==> src/rtl/imem_loader.sv <==
// rtl/imem_loader.sv - framed byte stream to instruction RAM word writer with checksum gate
module imem_loader #(
  parameter logic [31:0] BASE_ADDR = 32'h0000_0000,
  parameter int unsigned MAX_WORDS = 1024
) (
  input  logic        clk,
  input  logic        rst_n,
  input  logic        start,
  input  logic [7:0]  rx_data,
  input  logic        rx_valid,
  output logic        rx_ready,
  output logic        mem_we,
  output logic [31:0] mem_addr,
  output logic [31:0] mem_din,
  output logic        busy,
  output logic        done,
  output logic        error,
  output logic        cpu_rst_n
);

  localparam int IW = $clog2(MAX_WORDS) + 1;

  typedef enum logic [2:0] {
    S_IDLE,
    S_HDR,
    S_DATA,
    S_CSUM,
    S_DONE,
    S_ERR
  } state_t;

  state_t state, state_next;

  logic [1:0]    byte_cnt;
  logic [31:0]   n_words;
  logic [23:0]   word_sr;
  logic [IW-1:0] idx;
  logic [7:0]    csum;

  logic          take;
  logic          go;
  logic          last_byte;
  logic          last_word;
  logic [31:0]   hdr_n;
  logic [31:0]   idx_ext;

  assign take      = rx_valid && rx_ready;
  assign go        = start && (state == S_IDLE || state == S_DONE || state == S_ERR);
  assign last_byte = (byte_cnt == 2'd3);
  // Header value including the byte arriving this cycle (little-endian shift-in).
  assign hdr_n     = {rx_data, n_words[31:8]};
  assign idx_ext   = {{(32-IW){1'b0}}, idx};
  assign last_word = ((idx_ext + 32'd1) == n_words);

  always_comb begin
    state_next = state;
    case (state)
      S_IDLE, S_DONE, S_ERR: begin
        if (start) state_next = S_HDR;
      end
      S_HDR: begin
        if (take && last_byte) begin
          if (hdr_n > MAX_WORDS)  state_next = S_ERR;
          else if (hdr_n == 32'd0) state_next = S_CSUM;
          else                     state_next = S_DATA;
        end
      end
      S_DATA: begin
        if (take && last_byte && last_word) state_next = S_CSUM;
      end
      S_CSUM: begin
        if (take) state_next = (rx_data == csum) ? S_DONE : S_ERR;
      end
      default: state_next = S_IDLE;
    endcase
  end

  always_ff @(posedge clk) begin
    if (!rst_n) begin
      state     <= S_IDLE;
      rx_ready  <= 1'b0;
      busy      <= 1'b0;
      done      <= 1'b0;
      error     <= 1'b0;
      cpu_rst_n <= 1'b0;
      mem_we    <= 1'b0;
      mem_addr  <= BASE_ADDR;
      mem_din   <= 32'd0;
      byte_cnt  <= 2'd0;
      n_words   <= 32'd0;
      word_sr   <= 24'd0;
      idx       <= '0;
      csum      <= 8'd0;
    end else begin
      state     <= state_next;
      // Status flags are decoded from the next state so they are clean flop outputs.
      rx_ready  <= state_next inside {S_HDR, S_DATA, S_CSUM};
      busy      <= state_next inside {S_HDR, S_DATA, S_CSUM};
      done      <= (state_next == S_DONE);
      error     <= (state_next == S_ERR);
      cpu_rst_n <= (state_next == S_DONE);
      mem_we    <= 1'b0;
      if (go) begin
        byte_cnt <= 2'd0;
        n_words  <= 32'd0;
        idx      <= '0;
        csum     <= 8'd0;
      end else if (take) begin
        if (state != S_CSUM) begin
          csum     <= csum ^ rx_data;
          byte_cnt <= byte_cnt + 2'd1;
        end
        if (state == S_HDR) n_words <= hdr_n;
        if (state == S_DATA) begin
          word_sr <= {rx_data, word_sr[23:8]};
          if (last_byte) begin
            mem_we   <= 1'b1;
            mem_din  <= {rx_data, word_sr};
            mem_addr <= BASE_ADDR + (idx_ext << 2);
            idx      <= idx + IW'(1);
          end
        end
      end
    end
  end

endmodule

==> config.mk <==
export PLATFORM = sky130hd
export DESIGN_NAME = imem_loader
export DESIGN_NICKNAME = d
export VERILOG_FILES = /design/src/rtl/imem_loader.sv
export SDC_FILE = /design/constraint.sdc
export NUM_CORES = 1
export LEC_CHECK = 0
export ABC_CLOCK_PERIOD_IN_PS = 2300
export CAP_MARGIN = 25
export CORE_ASPECT_RATIO = 1.4
export CORE_MARGIN = 3
export CORE_UTILIZATION = 25
export DETAILED_ROUTE_END_ITERATION = 6
export PLACE_DENSITY = 0.46
export SYNTH_ARGS = -nofsm -noshare
export SYNTH_HDL_FRONTEND = slang
export SYNTH_SLANG_ARGS = --single-unit
==> constraint.sdc <==
create_clock -name clk -period 2.3 [get_ports clk]
set_input_delay 0.46 -clock clk [delete_from_list [all_inputs] [get_ports clk]]
set_output_delay 0.46 -clock clk [all_outputs]
set_load 0.02 [all_outputs]
# Word level (Yosys, flattened, before mapping)
# Cells that the tools add are included.
# totals
word_cells	61
input_bits	12
out_inout_bits	70
register_bits	127
# classes
eq_ne	14
n_mux	9
add_sub_neg	3
n_lt_le_gt_ge	1
bitwise	5
n_reduce_logical	17
# op_table
cell	count
$eq 12x32->1	1
$gt 32x11->1 const B	1
$logic_not 32->1	1
$mux 3	5
$add 11x1->12 const B	1
$eq 3x2->1 const B	4
$eq 3x3->1 const B	4
$pmux 3 s4	1
$add 11x1->11 const B	1
$eq 8x8->1	1
$xor 8x8->8	1
$eq 3x1->1 const B	2
$reduce_and 3->1	2
$logic_and 1x1->1	4
$not 1->1	4
$reduce_and 2->1	2
$reduce_and 4->1	1
$reduce_or 4->1	1
$logic_not 3->1	1
$mux 1	3
$ne 3x2->1 const B	1
$reduce_bool 3->1	1
$reduce_or 3->1	1
$add 2x1->2 const B	1
3 further kinds	4

# Longest topological paths before layout
# Gate-level depths: netlist of the first run.
# depth
word_depth	7
ltp_mapped	7
depth_no_buf	7

# Least setup slack after synthesis of the first run
# OpenSTA, ideal clock, no wires.
# synth_path
path_kind	register -> register
start	register n_words[14]
end	register busy
required_time_ps	2212
stages_incl_launch_ff	7
setup_time_ps	88
synth_period_minus_slack_ps	2033
t_arrival_ps	1944
setup_slack_ps	267
path_buffers	0
cell_sequence	dfxtp_1 or4_4 o31a_1 or3_4 a31oi_2 a21oi_1 a311oi_2
# synth_via
elab_chain_len	7
elab_cells_between_ends	13
classes_between	order compare: 1; eq/ne: 4; mux: 5; reduce/logical: 3
# synth_lines
element	line_no	source
from (decl)	35	logic [31:0] n_words;
from (signal assigned)	113	if (state == S_HDR) n_words <= hdr_n;
parallel branches: the longest is 4 deep, another holds $gt 32x11->1	n/a	
$pmux 3 s4 (*)	57	case (state)
$eq 3x1->1 or $eq 3x2->1 (tied branches)	98	busy <= state_next inside {S_HDR, S_DATA, S_CSUM};
$reduce_bool 3->1 (*)	98	
to (signal assigned)	98	
to (decl)	15	output logic busy,
# Mark *: on every way between the ends.
# A chain may end at the register's enable or synchronous reset.

# Final worst setup path of the first run
# layout_path
start	register n_words[8]
end	register busy
# The elaborated chain is that of the path after synthesis.

==> results_dict.tcl, run 1 <==
set metrics [dict create \
    run_status "finished, final reports clean" \
    max_slew_violation_total_from_the_final_report 0 \
    vias_post_dr 4550 \
    dieHeight_um 177.9 \
    post_route_cells_drive_above_1_share 0.1317 \
    final_hold_viol_count 0 \
    viasPerCell 4.448 \
    grt_remaining_overflow 0 \
    max_freq_mhz 446.2 \
    period_needed_ns 2.241 \
    timing.max_cap.violations 0 \
    drc 0 \
    synth_area_per_cell_um2 7.907 \
    setup_fix_buffers_added_after_clock_tree_synthesis 0 \
    nNetsFinal 768 \
    wire_length_of_the_first_global_routing_pass_um 23050 \
    yosys.cell_types.count 49 \
    critPathSlowestCell "or4_1" \
    async_flop_share 0 \
    cts_tree "done" \
    reg2reg_launch_point "n_words[8]$_SDFFE_PP0P_" \
    fillerInstances 2221 \
    cp.buffers_inverters 0 \
    cts.sinks 127 \
    area_delta_synth_final_pct 34.21 \
    critical_path_peak_fanout 3 \
    cts_made_buffers 17 \
    grt_pass1_vias 4330 \
    power_leakage_nw 2.390 \
    cts.root.buffer_cell "clkbuf_16" \
    yosysWarningCount 0 \
    worst_setup_path_endpoint "busy$_SDFF_PN0_" \
    grt_antenna_before_repair 0 \
    multi_input_area_um2 2511 \
    initial_core_util 0.2556 \
    setup_viol 0 \
    ios 82 \
    yosysSeqAreaShare 0.4821 \
    crit-reg2reg-capture "busy$_SDFF_PN0_" \
    critical-path-top-delay-family "simple AND/OR/NAND/NOR gates" \
    critical_path_depth 6 \
    relSlewSlack 0.5900 \
    layout_common_cells "220 x nand2_1, 127 x dfxtp_1, 104 x a21oi_1" \
    final.setup.tns_ns 0 \
    worstPathCellList "or4_1, o31a_1, or3_4, a31oi_4, a21oi_1, a311oi_2" \
    firstDrtPassIters 4 \
    mostFrequentLayoutCell "nand2_1" \
    synth_cells 667 \
    insertedDiodeCount 0 \
    pin_count_of_the_biggest_net_entering_global_routing 55 \
    number_of_input_and_output_port_buffers_inserted 60 \
    data_arrival_at_the_endpoint_of_the_critical_path_ns 2.57 \
    finish.instance_area_um2 7078 \
    critical_path.startpoint "n_words[8]$_SDFFE_PP0P_" \
    worstPathRequired_ns 2.63 \
    final-seq-area_um2 2542 \
    cts.htree.levels 4 \
    detail_route.wirelength_um 14450 \
    synth-main-ff-cell "dfxtp_1" \
    worst_pin_slew_ns 0.6094 \
    cts.reportedPaths.clkPinSlew_ns 0.06 \
    antenna_violating_nets_post_route 0 \
    cts.hold.buffers_added 0 \
    wl_per_cell_um 14.13 \
    reg2reg_slack_ns 0.06 \
    globalplace.congestion 0.7954 \
    crit_path_class "reg2reg" \
    initialDrtViolationCount 284 \
    deepest_clock_path_buffer_count 2 \
    fin_worst_skew_ns 0.01247 \
    floorplan.core_area_um2 20630 \
    layout_worst_path_cycle_share 0.9744 \
    setup.worst_path.end_class "flip-flop" \
    crit_path_max_incr_delay_ns 0.55 \
    grtUsageTotal 0.1288 \
    powerDensity_nw_per_um2 748.2 \
    reg2regPathDepth 6 \
    vdd_ir_drop_max_v 0.0005151 \
    cp-start-kind "flip-flop" \
    floorplan.rows 62 \
    ys_ff_latch 127 \
    clock_insertion_delay_worst_skew_ns 0.42 \
    post_dp_cell_area_um2 6416 \
    synth_cell_area_um2 5274 \
    synth-edff-count 0 \
    hpwlAfterDp_um 10280 \
    dieArea_um2 22900 \
    min-delay-path-class "reg2reg" \
    die-width_um 128.8 \
]
[routing by layer]
metal	share of wire	GRT usage	vias up
li1	-	-	2329
met1	0.45	0.1577	2138
met2	0.50	0.2191	68
met3	0.030	0.03071	15
met4	0.015	0.04553	0
met5	0	0	-
[final cells by class]
cell class              instances  share of cell area
multi-input cells             492              0.3548
flip-flops and latches        127              0.3592
clock buffers                  19             0.06399
repair buffers                111              0.1495
well taps                     256             0.04525
clock inverters                13             0.02457
inverters                       5            0.002652
[cell usage after synthesis, drive strengths merged, types with 2 or more instances]
cell | number | area, um2
ha | 2 | 25.02
mux2i | 2 | 20.02
xnor2 | 23 | 201.4
clkbuf | 36 | 136.4
dfxtp | 127 | 2542
nand3b | 2 | 15.01
o21a | 2 | 15.01
and2 | 2 | 12.51
nand4 | 6 | 37.54
or2 | 2 | 12.51
or4 | 3 | 26.27
nand2b | 2 | 12.51
o21ai | 2 | 10.00
nand2 | 220 | 825.8
xor2 | 17 | 148.9
nand4b | 2 | 17.52
nor4 | 9 | 62.56
nor3 | 6 | 30.03
buf | 27 | 192.7
nor2 | 34 | 127.6
a21oi | 104 | 520.5
inv | 5 | 18.76
a31oi | 3 | 31.28
nor3b | 2 | 15.01
o211ai | 3 | 22.52
nand3 | 8 | 40.04
[flip-flops by register name, indices dropped and copies added, names as in the netlist]
register	flops
busy	1
byte_cnt	2
cpu_rst_n	1
csum	8
error	1
idx	11
mem_addr	11
mem_din	32
mem_we	1
n_words	32
state	3
word_sr	24
[tightest hold or removal path, stage by stage, from the launching register on]
cell and delay (ns):
dfxtp_1 0.31, nand2_1 0.05, a21oi_1 0.05
[logic make-up after synthesis]
logic type | synth area share
mux | 0.003796
simple gates | 0.2429
other cells | 0.0007111
buf+inv | 0.06595
compound gates | 0.1333
xor+xnor | 0.06643
fa+ha+maj | 0.004744
flops | 0.4821
[stage by stage]
stage / util / setup WS [ns] / hold slack, ns / power [mW] / std cells
floorplan: - / 0.2675 / 0.4321 / 2.417 / 687
global placement: 0.3109 / -0.2534 / 0.4437 / 2.491 / 991
detailed placement: 0.3109 / -0.3125 / 0.4473 / 2.491 / 991
CTS: 0.3413 / 0.06921 / 0.4555 / 5.363 / 1023
global route: 0.3430 / -0.005011 / 0.4733 / 5.487 / 1023
finish: 0.3430 / 0.05884 / 0.4532 / 5.296 / 1023
[how the worst min path moves through the flow]
stage                              startpoint                         to  slack [ns]  depth (start not counted)
floorplan             word_sr[0]$_SDFFE_PN0P_    mem_din[0]$_SDFFE_PN0P_        0.43                          2
global placement     mem_din[24]$_SDFFE_PN0P_   mem_din[24]$_SDFFE_PN0P_        0.44                          2
detailed placement  mem_addr[10]$_SDFFE_PN0P_  mem_addr[10]$_SDFFE_PN0P_        0.45                          2
CTS                 mem_addr[10]$_SDFFE_PN0P_  mem_addr[10]$_SDFFE_PN0P_        0.46                          2
global route         mem_din[31]$_SDFFE_PN0P_   mem_din[31]$_SDFFE_PN0P_        0.47                          2
finish              mem_addr[10]$_SDFFE_PN0P_  mem_addr[10]$_SDFFE_PN0P_        0.45                          2
[power breakdown]
| group | switching, mW | total (mW) | internal, mW |
|---|---|---|---|
| clock | 1.07 | 2.85 | 1.78 |
| sequential | 0.00790 | 2.22 | 2.21 |
| combinational | 0.146 | 0.226 | 0.0796 |
| total | 1.22 | 5.30 | 4.07 |
[timing repair]
action / 4_1_cts / 5_1_grt
setup endpoints to repair: 0 / 4
hold endpoints to repair: 0 / 0
resized for setup: 0 / 5
(Power assumes the default switching activity.)
==> inputs of run 2 (changes only) <==
--- a/config.mk
+++ b/config.mk
@@ -5,7 +5,7 @@
 export SDC_FILE = /design/constraint.sdc
 export NUM_CORES = 1
 export LEC_CHECK = 0
-export ABC_CLOCK_PERIOD_IN_PS = 2300
+export ABC_CLOCK_PERIOD_IN_PS = 2550
 export CAP_MARGIN = 25
 export CORE_ASPECT_RATIO = 1.4
 export CORE_MARGIN = 3
==> constraint.sdc (replaced) <==
create_clock -name clk -period 2.55 [get_ports clk]
set_input_delay 0.51 -clock clk [delete_from_list [all_inputs] [get_ports clk]]
set_output_delay 0.51 -clock clk [all_outputs]
set_load 0.02 [all_outputs]
==> run 2 against run 1 <==
Sequential power decreased by 9.9%. Via count decreased by 0.48%. Combinational power decreased by 14%. Utilization decreased by 1.0 points. First-iteration DRC count decreased by 37%. Non-clock buffer count decreased by 17. Critical path depth increased by 2. Hold slack got worse by 0.0011 ns. Flip-flop and latch count unchanged.
==> results_dict.tcl, run 2 (synthesized netlist as in run 1, its figures left out) <==
set metrics [dict create \
    cts.hold.buffers_added 0 \
    final_hold_viol_count 0 \
    holdPathStages 2 \
    drc 0 \
    wire_length_of_the_first_global_routing_pass_um 22920 \
    cts.root.buffer_cell "clkbuf_16" \
    timing.max_cap.violations 0 \
    stdcell_count 1005 \
    crit-reg2reg-capture "cpu_rst_n$_SDFF_PN0_" \
    gr-usage-met1 0.1567 \
    cts.sinks 127 \
    viasPerCell 4.505 \
    grt_pass1_vias 4306 \
    globalplace.congestion 0.8218 \
    power_leakage_nw 2.278 \
    grt_antenna_before_repair 0 \
    global_route.peak_usage_layer "met2" \
    final.setup.worst_slack_ns 0.2627 \
    setup.worst_path.end_class "flip-flop" \
    powerDensity_nw_per_um2 685.9 \
    number_of_input_and_output_port_buffers_inserted 60 \
    layout_worst_path_cycle_share 0.8970 \
    hold_path_startpoint "mem_din[0]$_SDFFE_PN0P_" \
    crit_path_max_incr_delay_ns 0.48 \
    fillerInstances 2194 \
    critical_path.startpoint "rx_data[2]" \
    floorplan.core_area_um2 20630 \
    cts.htree.levels 4 \
    post_route_cells_drive_above_1_share 0.1068 \
    vias_post_dr 4528 \
    fin_hold_ws_ns 0.4521 \
    cts.reportedPaths.clkPinSlew_ns 0.05 \
    grtUsageTotal 0.1276 \
    power_frac_comb 0.041 \
    insertedDiodeCount 0 \
    setup_viol 0 \
    hpwlAfterDp_um 10010 \
    groute.layer.met3.usage 0.03011 \
    ios 82 \
    cts_made_buffers 17 \
    min-delay-path-class "reg2reg" \
    critical_path_peak_fanout 3 \
    deepest_clock_path_buffer_count 2 \
    power.share.sequential 0.426 \
    cts_tree "done" \
    wl_per_cell_um 14.04 \
    floorplan.rows 62 \
    max_slew_violation_total_from_the_final_report 0 \
    pin_count_of_the_biggest_net_entering_global_routing 55 \
    reg_top3 "mem_din (32), n_words (32), word_sr (24)" \
    area_delta_synth_final_pct 30.11 \
    initial_core_util 0.2556 \
    final_core_util 0.3325 \
    critical-path-top-delay-family "compound AO/OA/AOI/OAI gates" \
    clock_insertion_delay_worst_skew_ns 0.42 \
    crit_path_class "in2reg" \
    relSlewSlack 0.6541 \
    data_arrival_at_the_endpoint_of_the_critical_path_ns 2.64 \
    run_status "finished, final reports clean" \
    nNetsFinal 751 \
    die-width_um 128.8 \
    setup_fix_buffers_added_after_clock_tree_synthesis 0 \
    detail_route.wirelength_um 14110 \
    worstPathCellList "clkdlybuf4s50_1, nor4b_1, buf_4, nand4_1, o41ai_2, o221ai_2, a31oi_2, and2_1" \
    power.share.clock 0.533 \
    critPathSlowestCell "o41ai_2" \
    cp-start-kind "primary input" \
    switchingPower_mw 1.057 \
    period_needed_ns 2.287 \
    mostFrequentLayoutCell "nand2_1" \
    cellInternalPower_mw 3.649 \
    dpl.cell_count 974 \
    reg2reg_slack_ns 0.30 \
    cp.buffers_inverters 2 \
    gr-usage-met2 0.2117 \
    grt_remaining_overflow 0 \
    cts_repair_resize_count 0 \
    reg2reg_launch_point "n_words[8]$_SDFFE_PP0P_" \
    reg2regPathDepth 6 \
    grt_setup_unrepaired "false" \
    detailedPlace.worstSlack_ns -0.1531 \
    totalPowerFinal_mw 4.706 \
    worstPathRequired_ns 2.91 \
    final-seq-area_um2 2542 \
    max_freq_mhz 437.2 \
    worst_pin_slew_ns 0.5181 \
    firstDrtPassIters 4 \
    fin_worst_skew_ns 0.009431 \
    multi_input_area_um2 2476 \
    worst_hold_path.endpoint "mem_din[0]$_SDFFE_PN0P_" \
    sw_frac_of_total 0.2246 \
    dieHeight_um 177.9 \
    dieArea_um2 22900 \
    initialDrtViolationCount 180 \
    layout_common_cells "220 x nand2_1, 127 x dfxtp_1, 104 x a21oi_1" \
    antenna_violating_nets_post_route 0 \
    vdd_ir_drop_max_v 0.0004452 \
]
==> run 2: changes by cell type in the layout (fill, tap and decap cells not counted), sizes merged <==
| cell | before | now |
|---|---|---|
| clkinv | 1 | 3 |
| inv | 11 | 8 |
| buf | 51 | 34 |
==> run 2: power groups by stage <==
stage | registers, mW | clock network [mW] | logic, mW
3_3_place_gp | 2.05 | 0 | 0.195
3_5_place_dp | 2.05 | 0 | 0.195
4_1_cts | 2.00 | 2.59 | 0.196
2_1_floorplan | 2.04 | 0 | 0.137
6_report | 2.00 | 2.51 | 0.194
5_1_grt | 2.00 | 2.66 | 0.213
==> run 2: routing by layer <==
layer / wire length [um] / vias to the layer above / part of all wire
li1: - / 2291 / -
met1: 6269 / 2102 / 0.44
met4: 361 / 0 / 0.026
met5: 0 / - / 0
met3: 557 / 28 / 0.039
met2: 6920 / 107 / 0.49
==> run 2: per-stage QoR <==
| stage | cell area, um2 | TNS [ns] |
|---|---|---|
| after floorplan | 5349 | 0 |
| after global placement | 6251 | -0.3696 |
| after detailed placement | 6251 | -0.5104 |
| after CTS | 6862 | 0 |
| after global routing | 6862 | 0 |
| final | 6862 | 0 |
==> run 2: worst max-delay path by stage <==
stage	cells past startpoint	end	slack, ns
after CTS	6	cpu_rst_n$_SDFF_PN0_	0.26
after global routing	6	error$_SDFF_PN0_	0.08
after global placement	8	cpu_rst_n$_SDFF_PN0_	-0.1
after detailed placement	8	cpu_rst_n$_SDFF_PN0_	-0.15
final	8	cpu_rst_n$_SDFF_PN0_	0.26
after floorplan	6	busy$_SDFF_PN0_	0.52
==> run 2: layout make-up <==
class                      instances  share of cell area
clock inverter                    12             0.02298
clock buffer                      19             0.06601
sequential                       127              0.3705
inverter                           5            0.002735
multi-input combinational        492              0.3609
tap                              256             0.04668
timing repair buffer              94              0.1302
==> run 2: tightest hold or removal path, stage by stage (launching register included) <==
cell and delay, ns:
dfxtp_1 0.30, nand2_1 0.05, a21oi_1 0.05
